$ cat config.mk
export PLATFORM = sky130hd
export DESIGN_NAME = ps2_multi_dir_decoder_flat
export DESIGN_NICKNAME = d
export VERILOG_FILES = /design/src/rtl/snake_kb_pkg.sv /design/src/rtl/ps2_multi_dir_decoder_if.sv /design/src/rtl/ps2_multi_dir_decoder_rx.sv /design/src/rtl/ps2_multi_dir_decoder.sv /design/src/flat_wrapper.sv
export SDC_FILE = /design/constraint.sdc
export NUM_CORES = 1
export LEC_CHECK = 0
export CORE_ASPECT_RATIO = 1.1
export CORE_UTILIZATION = 60
export CTS_BUF_LIST = sky130_fd_sc_hd__clkbuf_4 sky130_fd_sc_hd__clkbuf_8 sky130_fd_sc_hd__clkbuf_16
export CTS_CLUSTER_DIAMETER = 60
export DETAILED_ROUTE_END_ITERATION = 10
export GPL_TIMING_DRIVEN = 1
export PLACE_DENSITY = 0.8
export RECOVER_POWER = 100
export SETUP_SLACK_MARGIN = 0.15
export SLEW_MARGIN = 20
export SYNTH_ARGS = -nofsm -noshare
export SYNTH_HDL_FRONTEND = slang
export SYNTH_HIERARCHICAL = 1
export SYNTH_SLANG_ARGS = --single-unit
$ cat constraint.sdc
create_clock -name clk -period 5.2 [get_ports clk]
set_clock_uncertainty 0.05 [all_clocks]
set_input_delay 1.04 -clock clk [delete_from_list [all_inputs] [get_ports clk]]
set_output_delay 1.04 -clock clk [all_outputs]
set_load 0.02 [all_outputs]
$ cat src/rtl/snake_kb_pkg.sv
// Shared definitions for the snake-game keyboard front end.
// Holds the direction encodings, scan-code constants, the per-player key
// table, the receiver and decoder state enums, and the key lookup and
// reversal helper functions.
package snake_kb_pkg;

  localparam logic [4:0] DIR_NONE  = 5'b00000;
  localparam logic [4:0] DIR_UP    = 5'b00010;
  localparam logic [4:0] DIR_LEFT  = 5'b00100;
  localparam logic [4:0] DIR_DOWN  = 5'b01000;
  localparam logic [4:0] DIR_RIGHT = 5'b10000;
  localparam logic [4:0] DIR_RESET = 5'b11111;

  localparam logic [7:0] SC_EXT   = 8'hE0;
  localparam logic [7:0] SC_BRK   = 8'hF0;
  localparam logic [7:0] SC_ENTER = 8'h5A;

  // Key table entry: bit 8 = E0-extended, bits 7:0 = make code.
  // Rows are players 0..3, columns are up / left / down / right.
  localparam logic [8:0] KEY_MAP [4][4] = '{
    '{9'h175, 9'h16B, 9'h172, 9'h174},
    '{9'h01D, 9'h01C, 9'h01B, 9'h023},
    '{9'h043, 9'h03B, 9'h042, 9'h04B},
    '{9'h075, 9'h06B, 9'h072, 9'h074}
  };

  localparam logic [4:0] KEY_DIR [4] = '{DIR_UP, DIR_LEFT, DIR_DOWN, DIR_RIGHT};

  typedef enum logic [1:0] {D_IDLE, D_EXT, D_BRK, D_EXT_BRK} dec_state_t;
  typedef enum logic {IDLE, SHIFT} rx_state_t;

  typedef struct packed {
    logic       hit;
    logic [1:0] player;
    logic [4:0] dir;
  } key_hit_t;

  function automatic key_hit_t key_lookup(input logic ext, input logic [7:0] code);
    key_hit_t r;
    r = '0;
    for (int unsigned p = 0; p < 4; p++) begin
      for (int unsigned k = 0; k < 4; k++) begin
        if (KEY_MAP[p][k] == {ext, code}) begin
          r.hit    = 1'b1;
          r.player = 2'(p);
          r.dir    = KEY_DIR[k];
        end
      end
    end
    return r;
  endfunction

  // True only for a strict UP/DOWN or LEFT/RIGHT reversal; NONE and RESET
  // match neither side so they never block.
  function automatic logic dir_opposite(input logic [4:0] cur, input logic [4:0] req);
    return ((cur == DIR_UP)    && (req == DIR_DOWN))  ||
           ((cur == DIR_DOWN)  && (req == DIR_UP))    ||
           ((cur == DIR_LEFT)  && (req == DIR_RIGHT)) ||
           ((cur == DIR_RIGHT) && (req == DIR_LEFT));
  endfunction

endpackage

$ cat src/rtl/ps2_multi_dir_decoder_if.sv
// Pin/bus bundle for ps2_multi_dir_decoder.
//   ps2_clk, ps2_data : raw PS/2 pins (driven by the keyboard side)
//   direction         : 5 bits per player, player p at [5p+4:5p]
//   dir_valid         : per-player write pulse
//   reset_req         : pulse on Enter make
//   frame_err         : pulse on framing/parity error or timeout
// Modports: master = keyboard/consumer side, slave = decoder.
interface ps2_multi_dir_decoder_if #(
  parameter int unsigned NUM_PLAYERS = 2
);
  import snake_kb_pkg::*;

  logic                     ps2_clk;
  logic                     ps2_data;
  logic [5*NUM_PLAYERS-1:0] direction;
  logic [NUM_PLAYERS-1:0]   dir_valid;
  logic                     reset_req;
  logic                     frame_err;

  modport master (
    output ps2_clk, ps2_data,
    input  direction, dir_valid, reset_req, frame_err
  );

  modport slave (
    input  ps2_clk, ps2_data,
    output direction, dir_valid, reset_req, frame_err
  );
endinterface

$ cat src/rtl/ps2_multi_dir_decoder_rx.sv
// PS/2 frame receiver.
// Synchronises both pins, debounces ps2_clk (FILTER_LEN equal samples),
// samples data on each filtered falling edge, checks start/stop/odd parity
// and aborts a stalled frame after TIMEOUT_CYCLES clocks without a strobe.
//   clk, reset            : system clock, synchronous active-high reset
//   ps2_clk_i, ps2_data_i : raw asynchronous pins
//   rx_byte_o, rx_valid_o : accepted byte with 1-cycle valid
//   frame_err_o           : 1-cycle pulse on rejected or timed-out frame
module ps2_rx
  import snake_kb_pkg::*;
#(
  parameter int unsigned FILTER_LEN     = 8,
  parameter int unsigned TIMEOUT_CYCLES = 50000
) (
  input  logic       clk,
  input  logic       reset,
  input  logic       ps2_clk_i,
  input  logic       ps2_data_i,
  output logic [7:0] rx_byte_o,
  output logic       rx_valid_o,
  output logic       frame_err_o
);
  localparam int unsigned FW = $clog2(FILTER_LEN + 1);
  localparam int unsigned TW = $clog2(TIMEOUT_CYCLES + 1);

  logic [1:0]    clk_sync_q, data_sync_q;
  logic          clk_flt_q;
  logic [FW-1:0] flt_cnt_q;
  rx_state_t     state_q;
  logic [3:0]    bit_cnt_q;
  logic [9:0]    shift_q;
  logic [TW-1:0] to_cnt_q;
  logic [7:0]    rx_byte_q;
  logic          rx_valid_q, frame_err_q;

  logic          flt_flip, strobe, frame_ok;
  logic [10:0]   frame;

  assign flt_flip = (clk_sync_q[1] != clk_flt_q) && (flt_cnt_q == FW'(FILTER_LEN - 1));
  assign strobe   = flt_flip && clk_flt_q;
  // The stop bit is the live sample; the other ten bits are already shifted in.
  assign frame    = {data_sync_q[1], shift_q};
  assign frame_ok = !frame[0] && frame[10] && (^frame[9:1]);

  always_ff @(posedge clk) begin
    if (reset) begin
      clk_sync_q  <= '1;
      data_sync_q <= '1;
      clk_flt_q   <= 1'b1;
      flt_cnt_q   <= '0;
      state_q     <= IDLE;
      bit_cnt_q   <= '0;
      shift_q     <= '0;
      to_cnt_q    <= '0;
      rx_byte_q   <= '0;
      rx_valid_q  <= 1'b0;
      frame_err_q <= 1'b0;
    end else begin
      clk_sync_q  <= {clk_sync_q[0], ps2_clk_i};
      data_sync_q <= {data_sync_q[0], ps2_data_i};
      rx_valid_q  <= 1'b0;
      frame_err_q <= 1'b0;

      if (clk_sync_q[1] == clk_flt_q) begin
        flt_cnt_q <= '0;
      end else if (flt_flip) begin
        clk_flt_q <= clk_sync_q[1];
        flt_cnt_q <= '0;
      end else begin
        flt_cnt_q <= flt_cnt_q + 1'b1;
      end

      case (state_q)
        IDLE: begin
          to_cnt_q <= '0;
          if (strobe) begin
            shift_q   <= {data_sync_q[1], shift_q[9:1]};
            bit_cnt_q <= 4'd1;
            state_q   <= SHIFT;
          end
        end
        SHIFT: begin
          if (strobe) begin
            to_cnt_q <= '0;
            if (bit_cnt_q == 4'd10) begin
              bit_cnt_q <= '0;
              state_q   <= IDLE;
              if (frame_ok) begin
                rx_byte_q  <= frame[8:1];
                rx_valid_q <= 1'b1;
              end else begin
                frame_err_q <= 1'b1;
              end
            end else begin
              shift_q   <= {data_sync_q[1], shift_q[9:1]};
              bit_cnt_q <= bit_cnt_q + 1'b1;
            end
          end else if (to_cnt_q == TW'(TIMEOUT_CYCLES - 1)) begin
            to_cnt_q    <= '0;
            bit_cnt_q   <= '0;
            frame_err_q <= 1'b1;
            state_q     <= IDLE;
          end else begin
            to_cnt_q <= to_cnt_q + 1'b1;
          end
        end
        default: state_q <= IDLE;
      endcase
    end
  end

  assign rx_byte_o   = rx_byte_q;
  assign rx_valid_o  = rx_valid_q;
  assign frame_err_o = frame_err_q;
endmodule

$ cat src/rtl/ps2_multi_dir_decoder.sv
// Multi-player PS/2 direction decoder (top level).
// Feeds ps2_rx bytes through a prefix FSM (E0 / F0) and maps make codes to
// per-player 5-bit direction registers; Enter writes RESET to all players.
//   clk, reset : system clock, synchronous active-high reset
//   bus        : ps2_multi_dir_decoder_if.slave (pins in, direction,
//                dir_valid, reset_req, frame_err out)
// Optional build macro REVERSAL_BLOCK_EN: drop makes that request the
// direction opposite to a player's current one.
module ps2_multi_dir_decoder
  import snake_kb_pkg::*;
#(
  parameter int unsigned NUM_PLAYERS    = 2,
  parameter int unsigned FILTER_LEN     = 8,
  parameter int unsigned TIMEOUT_CYCLES = 50000
) (
  input  logic                    clk,
  input  logic                    reset,
  ps2_multi_dir_decoder_if.slave  bus
);
  logic [7:0] rx_byte;
  logic       rx_valid, rx_err;

  ps2_rx #(
    .FILTER_LEN     (FILTER_LEN),
    .TIMEOUT_CYCLES (TIMEOUT_CYCLES)
  ) u_rx (
    .clk         (clk),
    .reset       (reset),
    .ps2_clk_i   (bus.ps2_clk),
    .ps2_data_i  (bus.ps2_data),
    .rx_byte_o   (rx_byte),
    .rx_valid_o  (rx_valid),
    .frame_err_o (rx_err)
  );

  dec_state_t               state_q;
  logic [5*NUM_PLAYERS-1:0] dir_q;
  logic [NUM_PLAYERS-1:0]   dir_valid_q;
  logic                     reset_req_q;

  logic                     make_valid, make_ext, is_enter;
  key_hit_t                 hit;
  logic [NUM_PLAYERS-1:0]   rev_block;

  always_comb begin
    make_valid = 1'b0;
    make_ext   = 1'b0;
    if (rx_valid) begin
      case (state_q)
        D_IDLE: make_valid = (rx_byte != SC_EXT) && (rx_byte != SC_BRK);
        D_EXT: begin
          make_valid = (rx_byte != SC_BRK);
          make_ext   = 1'b1;
        end
        default: make_valid = 1'b0;
      endcase
    end
    hit      = key_lookup(make_ext, rx_byte);
    is_enter = make_valid && !make_ext && (rx_byte == SC_ENTER);
  end

`ifdef REVERSAL_BLOCK_EN
  always_comb begin
    rev_block = '0;
    for (int unsigned p = 0; p < NUM_PLAYERS; p++) begin
      rev_block[p] = dir_opposite(dir_q[5*p +: 5], hit.dir);
    end
  end
`else
  assign rev_block = '0;
`endif

  always_ff @(posedge clk) begin
    if (reset) begin
      state_q     <= D_IDLE;
      dir_q       <= '0;
      dir_valid_q <= '0;
      reset_req_q <= 1'b0;
    end else begin
      dir_valid_q <= '0;
      reset_req_q <= 1'b0;

      if (rx_err) begin
        state_q <= D_IDLE;
      end else if (rx_valid) begin
        case (state_q)
          D_IDLE: begin
            if (rx_byte == SC_EXT)      state_q <= D_EXT;
            else if (rx_byte == SC_BRK) state_q <= D_BRK;
          end
          D_EXT:   state_q <= (rx_byte == SC_BRK) ? D_EXT_BRK : D_IDLE;
          default: state_q <= D_IDLE;
        endcase
      end

      if (is_enter) begin
        for (int unsigned p = 0; p < NUM_PLAYERS; p++) begin
          dir_q[5*p +: 5] <= DIR_RESET;
        end
        dir_valid_q <= '1;
        reset_req_q <= 1'b1;
      end else if (make_valid && hit.hit) begin
        // Players beyond NUM_PLAYERS simply find no matching slot here.
        for (int unsigned p = 0; p < NUM_PLAYERS; p++) begin
          if ((hit.player == 2'(p)) && !rev_block[p]) begin
            dir_q[5*p +: 5] <= hit.dir;
            dir_valid_q[p]  <= 1'b1;
          end
        end
      end
    end
  end

  assign bus.direction = dir_q;
  assign bus.dir_valid = dir_valid_q;
  assign bus.reset_req = reset_req_q;
  assign bus.frame_err = rx_err;
endmodule

$ cat src/flat_wrapper.sv
// flat-port wrapper written by rule: the top's interface ports become plain ports
module ps2_multi_dir_decoder_flat import snake_kb_pkg::*;
#(
  parameter int unsigned NUM_PLAYERS    = 2,
  parameter int unsigned FILTER_LEN     = 8,
  parameter int unsigned TIMEOUT_CYCLES = 50000
)
  (clk, reset, bus_ps2_clk, bus_ps2_data, bus_direction, bus_dir_valid, bus_reset_req, bus_frame_err);
  ps2_multi_dir_decoder_if #(.NUM_PLAYERS(NUM_PLAYERS)) bus_i ();
  input  logic clk;
  input  logic reset;
  input wire logic [$bits(bus_i.ps2_clk)-1:0] bus_ps2_clk;
  input wire logic [$bits(bus_i.ps2_data)-1:0] bus_ps2_data;
  output wire logic [$bits(bus_i.direction)-1:0] bus_direction;
  output wire logic [$bits(bus_i.dir_valid)-1:0] bus_dir_valid;
  output wire logic [$bits(bus_i.reset_req)-1:0] bus_reset_req;
  output wire logic [$bits(bus_i.frame_err)-1:0] bus_frame_err;
  assign bus_i.ps2_clk = bus_ps2_clk;
  assign bus_i.ps2_data = bus_ps2_data;
  assign bus_direction = bus_i.direction;
  assign bus_dir_valid = bus_i.dir_valid;
  assign bus_reset_req = bus_i.reset_req;
  assign bus_frame_err = bus_i.frame_err;
  ps2_multi_dir_decoder #(.NUM_PLAYERS(NUM_PLAYERS), .FILTER_LEN(FILTER_LEN), .TIMEOUT_CYCLES(TIMEOUT_CYCLES)) u_core (.clk(clk), .reset(reset), .bus(bus_i));
endmodule
; ---- After elaboration in Yosys (flattened, before gate mapping)
; Index checks and enable logic that the tools add are counted.
; Widths: inputs -> output; s select.
[totals]
register_bits = 65
latch_bits = 0
ramBits = 0
rom_bits = 0
input_bits = 4
output_inout_bits = 14
elab_cells = 138
memories = 0
[op_classes]
addsub = 3
multipliers = 0
div = 0
n_lt_le_gt_ge = 0
eq_ne = 33
shift = 0
muxes = 55
bitwise = 4
n_reduce_logical = 27
[op_table]
columns = operator, count
row1 = $mux 8, 16
row2 = $eq 7x9->1 const A, 7
row3 = $mux 10, 5
row4 = $eq 9x9->1 const A, 4
row5 = $mux 16, 2
row6 = $pmux 16 s2, 1
row7 = $eq 5x9->1 const A, 3
row8 = $pmux 10 s2, 1
row9 = $eq 6x9->1 const A, 2
row10 = $add 16x1->16 const B, 1
row11 = $eq 16x16->1 const B, 1
row12 = $eq 8x8->1 const B, 2
row13 = $mux 4, 4
row14 = $ne 8x8->1 const B, 2
row15 = $mux 1, 15
row16 = $mux 2, 5
row17 = $mux 5, 2
row18 = $reduce_and 2->1, 5
row19 = $reduce_xor 9->1, 1
row20 = $add 4x1->4 const B, 2
row21 = $eq 8x7->1 const B, 1
row22 = $logic_and 1x1->1, 8
row23 = $pmux 4 s2, 1
row24 = $ne 3x1->1 const B, 2
row25 = other kinds (18), 29

; ---- Longest topological paths before layout
[depth]
depth_word = 24
mapped_depth = 9
mapped_depth_nobuf = 7

; ---- By module
; The synthesis kept the hierarchy.
[modules_own_cells]
columns = module, n_inst, cells_per_inst, area_per_inst_um2, seq_area_each_um2
row1 = ps2_rx, 1, 238, 2145.8, 1001.0
row2 = ps2_multi_dir_decoder, 1, 109, 968.4, 300.3

; ---- Worst setup path after synthesis
; Ideal clock, no wire load.
[synth_path]
kind = input port to flip-flop
from = input port reset
to = register u_core.u_rx.to_cnt_q[10]
setup_ns = 0.064
t_arrival_ns = 1.859
required_time_ns = 5.086
slack_ns = 3.228
stages = 5
path_buffers = 2
path_cell_list = nand2b_1 or3_1 buf_6 buf_8 nor2_1
[synth_rtl]
columns = element, line
row1 = start: declaration, flat_wrapper.sv:11  ; input logic reset;
row2 = end signal: assignment, ps2_multi_dir_decoder_rx.sv:104  ; to_cnt_q <= to_cnt_q + 1'b1;
row3 = end: declaration, ps2_multi_dir_decoder_rx.sv:32  ; logic [TW-1:0] to_cnt_q;

==> results.py <==
metrics = {
    "outcome": {
        "status": "finished, violations left",
        "violations": "DRC, capacitance limit, slew limit",
    },
    "logic_synthesis": {
        "syn-num-nets": 355,
        "yosysTopAreaCellShare": 0.4178,
        "yosys_most_used_dff": "dfxtp_1",
        "yosys_warnings": 6,
        "synth_top_area_cell": "dfxtp_1",
        "ys_seq_area_frac": 0.4178,
        "async_flop_share": 0,
        "ys_top_cells_by_area": "dfxtp_1 (42%), a21oi_1 (5.0%), nand3_1 (4.7%)",
        "synth.distinct_cells": 59,
        "syn_avg_cell_area_um2": 8.975,
        "synth_edf_count": 0,
        "muxShareOfSynthArea": 0.01406,
        "netlist_area_um2": 3114,
        "synth_top_family_by_area": "simple AND/OR/NAND/NOR gates",
        "postSynthCellCount": 347,
        "synth-compound-area-share": 0.1398,
        "synthAdderAreaFrac": 0.01607,
        "synth_seq_cells": 65,
        "synth-simple-area-share": 0.2969,
        "synth_xor_area_frac": 0.07714,
    },
    "layout": {
        "final_common_cell": "dfxtp_1",
        "drive_gt1_frac": 0.09091,
        "final_cell_area_um2": 3461,
        "finalNonFillerCells": 421,
        "syn2layout_area_growth_pct": 11.13,
        "layout.nets": 366,
        "final_cell_mix": "dfxtp_1 (65), nor2_1 (32), a21oi_1 (31)",
        "diodes": 0,
    },
    "routing": {
        "drt_iter0_markers": 241,
        "dr.pass1.iters": 8,
        "drc_errors": 4,
        "drt-wirelength-per-cell_um": 14.26,
        "viasPerCell": 6.083,
        "finalWirelength_um": 6004,
        "num_vias": 2561,
        "antenna_left": 0,
    },
    "cts": {
        "cts-htree-levels": 3,
        "post-cts-setup-buffers": 0,
        "cts.sinks": 65,
        "clk_pin_slew_ps": 60,
        "cts_resized": 0,
        "root_buffer": "clkbuf_8",
        "cts_buffers": 9,
        "postCtsHoldBufs": 0,
        "cts_tree": "built",
        "clock_latency_ps": 330,
        "clk_path_buf_depth": 2,
    },
    "critical_path": {
        "start_kind": "primary input",
        "reg2reg_depth": 5,
        "rrSetupSlack_ps": 2740,
        "crit_required_ps": 5290,
        "reg2reg_to": "u_core/u_rx/state_q",
        "cp-end-kind": "flop",
        "criticalPathCategory": "in2reg",
        "r2r_start": "u_core/u_rx/flt_cnt_q[0]",
        "cp.arrival_ps": 3710,
        "path_max_fanout": 46,
    },
    "floorplan": {
        "dieHeight_um": 77.56,
        "io_pins": 18,
        "core_area_um2": 5000,
        "num_rows": 27,
        "start_util": 0.6229,
        "fp.dieW_um": 70.69,
        "dieArea_um2": 5483,
    },
    "placed_design": {
        "hpwl_um": 4071,
        "dp_cells": 405,
        "placed_cell_area_um2": 3264,
        "dpl_worst_slack_ps": 2290,
        "portBuffers": 17,
        "gp_congestion": 0.8793,
    },
    "timing": {
        "period_share": 0.6956,
        "finalSetupViolCount": 0,
        "fmax_mhz": 276.4,
        "setup_ws_ps": 1583,
        "relSlewSlack": -0.2258,
        "rsz0062_at_grt": "false",
        "worst_pin_slew_ps": 1839,
        "drv_slew": 47,
        "hold_violations": 0,
        "fin_tns_setup_ps": 0,
        "min_period_ps": 3617,
    },
    "global_routing": {
        "antenna_found_initial": 0,
        "grt_pass1_wl_um": 10450,
        "grt.met1_usage": 0.3124,
        "grt_max_degree": 47,
        "grt_busiest_layer": "met2",
        "met3_usage": 0.07273,
        "grt_usage": 0.2408,
        "grt-ovfl-total": 0,
        "use_met2": 0.3702,
        "grt_pass1_vias": 2354,
    },
    "power_and_ir_drop": {
        "ir_worst_vdd_v": 0.0002138,
        "leakage_nw": 1.177,
        "powerDensity_nw_per_um2": 271.3,
    },
    "run": {
        "cap_violations": 1,
    },
    "min_path": {
        "hold_path_startpoint": "u_core/u_rx/clk_sync_q[0]",
        "hold-path-endpoint": "u_core/u_rx/clk_sync_q[1]",
        "hold_class": "reg2reg",
        "worst_hold_path.num_cells": 1,
    },
}
report_power, final:
| part | switching (mW) | leakage (nW) | internal [mW] |
|---|---|---|---|
| Clock | 0.179 | 0.108 | 0.249 |
| Sequential | 0.000766 | 0.524 | 0.499 |
| Combinational | 0.00663 | 0.545 | 0.00420 |
per-stage QoR:
step / total power [mW] / hold WS, ps / utilization
after CTS: 0.9486 / 364.3 / 0.6929
after floorplan: 0.5178 / 339.5 / -
after detailed placement: 0.5226 / 349.4 / 0.6529
after global placement: 0.5225 / 346.3 / 0.6529
final: 0.9389 / 362.1 / 0.6922
after global routing: 0.9748 / 389.3 / 0.6922
state kept, by name (all words and copies together) (netlist names):
| register | flops |
|---|---|
| u_core/u_rx/flt_cnt_q | 4 |
| u_core/u_rx/bit_cnt_q | 4 |
| u_core/bus.direction | 10 |
| u_core/u_rx/state_q | 1 |
| u_core/u_rx/rx_valid_o | 1 |
| u_core/u_rx/frame_err_o | 1 |
| u_core/u_rx/data_sync_q | 2 |
| u_core/state_q | 2 |
| u_core/bus.reset_req | 1 |
| u_core/u_rx/clk_sync_q | 2 |
| u_core/u_rx/to_cnt_q | 16 |
| u_core/u_rx/rx_byte_o | 8 |
| u_core/bus.dir_valid | 2 |
| u_core/u_rx/clk_flt_q | 1 |
| u_core/u_rx/shift_q | 10 |
per-layer routing:
| layer | routed length, um | vias to the layer above |
|---|---|---|
| met1 | 2839 | 1214 |
| li1 | - | 1277 |
| met4 | 137 | 0 |
| met5 | 0 | - |
| met2 | 2796 | 55 |
| met3 | 231 | 15 |
cell usage after synthesis, types with 2 or more instances:
library cell  count
nand4b_1          2
buf_6             2
and3b_1           3
inv_1             5
xor2_1           12
dfxtp_1          65
or3b_2            2
a31oi_1           2
or3b_1            3
or2_2             5
a211o_1           2
and2_1            2
a21oi_1          31
or4_4             2
nand3b_1          8
clkbuf_1         10
and3_1            7
nand2b_1          7
ha_1              4
a211oi_1         12
nand4bb_1         2
buf_2             4
nor2b_1           5
nor3_1            7
nor2_1           32
nand3_1          29
nor4_4            2
xnor2_1          10
nand2_1          20
o21ai_0          12
nand4_1           3
nor4_1            8
cell families after synthesis:
group                      Yosys count
muxes                                3
and+or+nand+nor                    159
AOI/OAI and AO/OA                   69
buffers and inverters               23
xor gates and xnor gates            24
DFF                                 65
adders and majority gates            4
how the worst max path moves through the flow:
| stage | from | end | slack, ps | cells past startpoint |
|---|---|---|---|---|
| floorplan | reset | u_core/u_rx/to_cnt_q[10] | 3230 | 5 |
| global placement | reset | u_core/u_rx/state_q | 2300 | 5 |
| detailed placement | reset | u_core/u_rx/state_q | 2290 | 5 |
| CTS | reset | u_core/u_rx/state_q | 2630 | 5 |
| global route | reset | u_core/u_rx/state_q | 1250 | 5 |
| finish | reset | u_core/u_rx/state_q | 1580 | 5 |
critical path: stages:
cell and delay, ps:
clkdlybuf4s50_1 450, clkbuf_1 1320, nand2b_1 250, or3_1 460, o21ai_0 180
final cells by class:
cell class                      count  area (um^2)
Sequential cell                    65         1301
Clock inverter                      3        40.04
Tap cell                           58        72.57
Multi-Input combinational cell    259         1694
Clock buffer                       13        160.2
Fill cell                         416         1539
Timing Repair Buffer               18        173.9
Inverter                            5        18.77
Power figures use the tool's default switching activity.
